`config.mk`:
```
export PLATFORM = sky130hd
export DESIGN_NAME = div_bcd_conv
export DESIGN_NICKNAME = d
export VERILOG_FILES = /design/src/rtl/div_pkg.sv /design/src/rtl/bcd_dd_step.sv /design/src/rtl/div_bcd_conv.sv
export SDC_FILE = /design/constraint.sdc
export NUM_CORES = 1
export LEC_CHECK = 0
export CAP_MARGIN = 20
export CORE_MARGIN = 3
export CORE_UTILIZATION = 50
export DETAILED_ROUTE_END_ITERATION = 6
export GPL_ROUTABILITY_DRIVEN = 1
export PLACE_DENSITY = 0.75
export SETUP_SLACK_MARGIN = 0.3
export SLEW_MARGIN = 40
export SYNTH_ARGS = -nofsm -noshare
export SYNTH_HDL_FRONTEND = slang
export SYNTH_HIERARCHICAL = 1
export SYNTH_SLANG_ARGS = --single-unit
```
`constraint.sdc`:
```
create_clock -name clk -period 2.5 [get_ports clk]
set_input_delay 0.5 -clock clk [delete_from_list [all_inputs] [get_ports clk]]
set_output_delay 0.5 -clock clk [all_outputs]
set_load 0.005 [all_outputs]
```
`src/rtl/div_pkg.sv`:
```
`default_nettype none
// ============================================================================
// Module      : div_pkg
// Description : Shared widths, FSM encoding and the sign-magnitude helper for
//               the divider result BCD converter.
// Revision    : 1.0  initial release
// ============================================================================
package div_pkg;

    localparam int W          = 8;
    localparam int BCD_DIGITS = 3;
    localparam int BCD_W      = 4 * BCD_DIGITS;
    localparam int CNT_W      = 3;

    // Counter value during the eighth and final double-dabble step.
    localparam logic [CNT_W-1:0] CONV_LAST = 3'd7;

    typedef enum logic [1:0] {
        IDLE = 2'd0,
        CONV = 2'd1,
        DONE = 2'd2
    } state_t;

    // 0x80 maps to 128: the unsigned result is wide enough, so no overflow.
    function automatic logic [W-1:0] mag_of(input logic [W-1:0] v);
        return v[W-1] ? (~v + W'(1)) : v;
    endfunction

endpackage
`default_nettype wire

```
`src/rtl/bcd_dd_step.sv`:
```
`default_nettype none
// ============================================================================
// Module      : bcd_dd_step
// Description : One combinational double-dabble step (add-3 then shift-left).
// Revision    : 1.0  initial release
// ============================================================================
module bcd_dd_step
    import div_pkg::*;
(
    input  logic [BCD_W-1:0] bcd_i,
    input  logic [W-1:0]     mag_i,
    output logic [BCD_W-1:0] bcd_o,
    output logic [W-1:0]     mag_o
);

    logic [BCD_W-1:0]   adj;
    logic [BCD_W+W-1:0] shifted;

    for (genvar d = 0; d < BCD_DIGITS; d++) begin : g_digit
        assign adj[4*d +: 4] = (bcd_i[4*d +: 4] >= 4'd5) ? (bcd_i[4*d +: 4] + 4'd3)
                                                         : bcd_i[4*d +: 4];
    end

    // BCD and magnitude shift as one register so the magnitude MSB enters the BCD LSB.
    assign shifted = {adj, mag_i} << 1;
    assign bcd_o   = shifted[BCD_W+W-1:W];
    assign mag_o   = shifted[W-1:0];

endmodule
`default_nettype wire

```
`src/rtl/div_bcd_conv.sv`:
```
`default_nettype none
// ============================================================================
// Module      : div_bcd_conv
// Description : Converts a signed quotient/remainder pair into sign + 3-digit
//               BCD with an 8-step double-dabble FSM and valid/ready handshakes.
// Revision    : 1.0  initial release
// ============================================================================
module div_bcd_conv
    import div_pkg::*;
#(
    parameter int W = div_pkg::W
) (
    input  logic             clk,
    input  logic             rst,
    input  logic             in_valid,
    output logic             in_ready,
    input  logic [W-1:0]     q,
    input  logic [W-1:0]     r,
    output logic             out_valid,
    input  logic             out_ready,
    output logic             q_sign,
    output logic [BCD_W-1:0] q_bcd,
    output logic             r_sign,
    output logic [BCD_W-1:0] r_bcd
);

    state_t           state_q, state_d;
    logic [CNT_W-1:0] cnt_q, cnt_d;
    logic [W-1:0]     q_mag_q, q_mag_d, r_mag_q, r_mag_d;
    logic [BCD_W-1:0] q_acc_q, q_acc_d, r_acc_q, r_acc_d;
    logic             q_neg_q, q_neg_d, r_neg_q, r_neg_d;
    logic             q_sign_q, q_sign_d, r_sign_q, r_sign_d;
    logic [BCD_W-1:0] q_bcd_q, q_bcd_d, r_bcd_q, r_bcd_d;

    logic [BCD_W-1:0] q_acc_nx, r_acc_nx;
    logic [W-1:0]     q_mag_nx, r_mag_nx;

    bcd_dd_step u_q_step (
        .bcd_i (q_acc_q),
        .mag_i (q_mag_q),
        .bcd_o (q_acc_nx),
        .mag_o (q_mag_nx)
    );

    bcd_dd_step u_r_step (
        .bcd_i (r_acc_q),
        .mag_i (r_mag_q),
        .bcd_o (r_acc_nx),
        .mag_o (r_mag_nx)
    );

    always_comb begin
        state_d   = state_q;
        cnt_d     = cnt_q;
        q_mag_d   = q_mag_q;
        r_mag_d   = r_mag_q;
        q_acc_d   = q_acc_q;
        r_acc_d   = r_acc_q;
        q_neg_d   = q_neg_q;
        r_neg_d   = r_neg_q;
        q_sign_d  = q_sign_q;
        r_sign_d  = r_sign_q;
        q_bcd_d   = q_bcd_q;
        r_bcd_d   = r_bcd_q;
        in_ready  = (state_q == IDLE) && !rst;
        out_valid = (state_q == DONE);

        case (state_q)
            IDLE: begin
                if (in_valid && in_ready) begin
                    q_neg_d = q[W-1];
                    r_neg_d = r[W-1];
                    q_mag_d = mag_of(q);
                    r_mag_d = mag_of(r);
                    q_acc_d = '0;
                    r_acc_d = '0;
                    cnt_d   = '0;
                    state_d = CONV;
                end
            end
            CONV: begin
                q_acc_d = q_acc_nx;
                r_acc_d = r_acc_nx;
                q_mag_d = q_mag_nx;
                r_mag_d = r_mag_nx;
                cnt_d   = cnt_q + 3'd1;
                // Output ports only change here, so they hold the previous result during CONV.
                if (cnt_q == CONV_LAST) begin
                    q_sign_d = q_neg_q;
                    r_sign_d = r_neg_q;
                    q_bcd_d  = q_acc_nx;
                    r_bcd_d  = r_acc_nx;
                    state_d  = DONE;
                end
            end
            DONE: begin
                if (out_ready) begin
                    state_d = IDLE;
                end
            end
            default: state_d = IDLE;
        endcase
    end

    always_ff @(posedge clk) begin
        if (rst) begin
            state_q  <= IDLE;
            cnt_q    <= '0;
            q_mag_q  <= '0;
            r_mag_q  <= '0;
            q_acc_q  <= '0;
            r_acc_q  <= '0;
            q_neg_q  <= 1'b0;
            r_neg_q  <= 1'b0;
            q_sign_q <= 1'b0;
            r_sign_q <= 1'b0;
            q_bcd_q  <= '0;
            r_bcd_q  <= '0;
        end else begin
            state_q  <= state_d;
            cnt_q    <= cnt_d;
            q_mag_q  <= q_mag_d;
            r_mag_q  <= r_mag_d;
            q_acc_q  <= q_acc_d;
            r_acc_q  <= r_acc_d;
            q_neg_q  <= q_neg_d;
            r_neg_q  <= r_neg_d;
            q_sign_q <= q_sign_d;
            r_sign_q <= r_sign_d;
            q_bcd_q  <= q_bcd_d;
            r_bcd_q  <= r_bcd_d;
        end
    end

    assign q_sign = q_sign_q;
    assign r_sign = r_sign_q;
    assign q_bcd  = q_bcd_q;
    assign r_bcd  = r_bcd_q;

endmodule
`default_nettype wire

```
==> impl_metrics.py <==
metrics = {
    "layout": {
        "design_area_um2": 4444,
        "antenna-diode-count": 0,
        "final_nets": 550,
        "syn2layout_area_growth_pct": 16.50,
        "final_cells": 618,
        "drive_gt1_share_pct": 8.478,
    },
    "timing": {
        "setup_viol": 0,
        "rsz0062_at_grt": "false",
        "maxSlewHeadroom_pct": 64.08,
        "finalCriticalPeriod_ns": 2.109,
        "slew_viol_final": 0,
        "finalHoldViolCount": 0,
        "setup_slack_ns": 0.3906,
        "finClkSkew_ns": 0.006851,
        "finalSetupTns_ns": 0,
        "worst_pin_slew_ns": 0.5388,
        "min_period_over_period_pct": 84.38,
        "max_freq_ghz": 0.4741,
    },
    "floorplanning": {
        "rows": 31,
        "core-area_um2": 7331,
        "start_util_pct": 52.04,
        "ios": 48,
        "chipHeight_um": 93.35,
        "dieArea_um2": 8714,
        "fp.dieW_um": 93.35,
    },
    "yosys": {
        "synth_area_leaders": "dfxtp_1, nand2_1, a21oi_1",
        "synth_cells": 489,
        "ys.flop_type": "dfxtp_1",
        "synth_top_area_share_pct": 38.31,
        "synth_cell_types": 36,
        "syn-num-nets": 525,
        "yosys_warnings": 6,
        "syn_avg_cell_area_um2": 7.801,
        "synth_area_leader_cell": "dfxtp_1",
        "synth.most_common_cell": "nand2_1",
        "synth_area_um2": 3815,
        "synth_top_cells_by_count": "nand2_1, dfxtp_1, a21oi_1, nand3_1, buf_4",
        "synth_seq_area_share_pct": 38.31,
        "async_reset_ff_share_pct": 0,
        "ys_ff_latch": 73,
        "synth_edf_count": 0,
    },
    "place": {
        "hpwl_um": 5337,
        "gp_congestion": 0.8115,
        "placed_area_um2": 4223,
        "place_inst": 602,
        "preCtsSetupSlack_ns": 0.3118,
        "port_buffers": 47,
    },
    "power_and_ir_drop": {
        "p_leak_uw": 0.001613,
        "vdd_ir_drop_max_v": 0.0003852,
        "p_seq_share_pct": 50.1,
        "p_total_uw": 2430,
        "p_comb_share_pct": 9.7,
        "p_sw_share_pct": 24.27,
        "pwr-share-clk_pct": 40.2,
        "p_sw_uw": 589.6,
        "power_density_nw_per_um2": 546.7,
        "p_int_uw": 1840,
    },
    "routing": {
        "first_pass_iters": 4,
        "wirelength_um": 7847,
        "drt_iter0_drc": 151,
        "num_vias": 3245,
        "drt-wirelength-per-cell_um": 12.70,
        "vias_per_cell": 5.251,
        "ant_nets": 0,
        "drcViolationCount": 0,
    },
    "worst_setup_path": {
        "crit_type": "flop to primary output",
        "cp_max_fo": 9,
        "worst_setup_path_start_kind": "flop",
        "worstPathRequired_ns": 2.00,
        "endpoint_kind": "primary output",
        "arrival_ns": 1.61,
    },
    "clock_network": {
        "clk_pin_slew_ns": 0.08,
        "cts_max_level": 3,
        "clk-insertion-delay-late_ns": 0.35,
        "cts-hold-fix-buffers": 0,
        "post_cts_buffers": 0,
        "cts_sinks": 73,
        "root_buffer": "clkbuf_8",
        "cts_tree": "built",
        "clockBufferDepth": 2,
        "cts-buffers-inserted": 9,
    },
    "worst_hold_path": {
        "hold_class": "flop to flop",
    },
    "global_route": {
        "grtUsageTotal_pct": 19.39,
        "grt_pass1_vias": 3105,
        "grt_max_degree": 50,
        "grt_overflow": 0,
        "grt_pass1_wl_um": 13650,
        "antenna_found_initial": 0,
    },
    "status": {
        "status": "complete, no violations",
    },
    "flow_run": {
        "drv_cap": 0,
    },
}
[timing repair]
item,in CTS,in global routing
endpoints found under the hold margin,0,0
pin swaps,0,1
setup endpoints to repair,1,2
gates resized for setup,1,2
[registers in the layout (all words and copies together) (netlist names)]
| register | cells |
|---|---|
| cnt_q | 3 |
| q_acc_q | 12 |
| q_bcd | 12 |
| q_mag_q | 8 |
| q_neg_q | 1 |
| q_sign | 1 |
| r_acc_q | 12 |
| r_bcd | 12 |
| r_mag_q | 8 |
| r_neg_q | 1 |
| r_sign | 1 |
| state_q | 2 |
[final timing paths]
kind,start,to,slack (ns),cells after the start
hold / removal,q_bcd[0],q_bcd[0],0.46,2
hold reg to reg,q_bcd[0],q_bcd[0],0.46,2
setup / recovery,state_q[1],in_ready,0.39,3
setup reg to reg,state_q[0],q_mag_q[0],0.73,5
[power groups by stage]
stage	sequential, uW	clock (uW)	combinational [uW]
4_1_cts	1220	1000	236
3_3_place_gp	1240	0	231
2_1_floorplan	1230	0	194
3_5_place_dp	1240	0	234
5_1_grt	1220	1050	263
6_report	1220	977	235
[layer usage]
layer	global-route usage, %	part of all wire (%)	up-vias
met4	5.495	0.98	0
li1	-	-	1674
met1	23.46	46	1506
met2	33.06	49	56
met5	0	0	-
met3	6.034	4.0	9
[cell usage in the layout (no fill, tap or decap), drive strengths merged, types with 14 or more instances in the layout]
cell type,instances
a21oi,67
nand2,119
nor2,18
nand3,35
o21ai,14
nand2b,15
dfxtp,73
ha,16
buf,14
clkdlybuf4s50,46
inv,17
[through the flow]
stage                     hold slack [ns]  utilization, %
after detailed placement           0.4437           57.60
after global placement             0.4444           57.60
final                              0.4562           60.62
after CTS                          0.4582           60.57
after floorplan                    0.4319               -
after global routing               0.4789           60.62
[logic make-up after synthesis]
family	after synthesis	synth area share, %
and+or+nand+nor	210	25.78
AOI/OAI and AO/OA	106	16.33
DFF	73	38.31
buffers and inverters	62	9.282
adders and majority gates	16	5.248
xor gates and xnor gates	12	2.755
muxes	8	2.099
other	2	0.1969
[cell type report]
| class | instances | area, um2 |
|---|---|---|
| Clock buffer | 13 | 168.9 |
| Fill cell | 683 | 2887 |
| Clock inverter | 3 | 46.29 |
| Timing Repair Buffer | 60 | 575.6 |
| Inverter | 16 | 60.06 |
| Tap cell | 99 | 123.9 |
| Sequential cell | 73 | 1465 |
| Multi-Input combinational cell | 354 | 2004 |
[worst max-delay path: stages (launching register included)]
cell             delay (ns)
dfxtp_4                0.38
or2_4                  0.28
nor2_1                 0.10
clkdlybuf4s50_1        0.51
No activity file was read; power rests on OpenSTA's default activity.
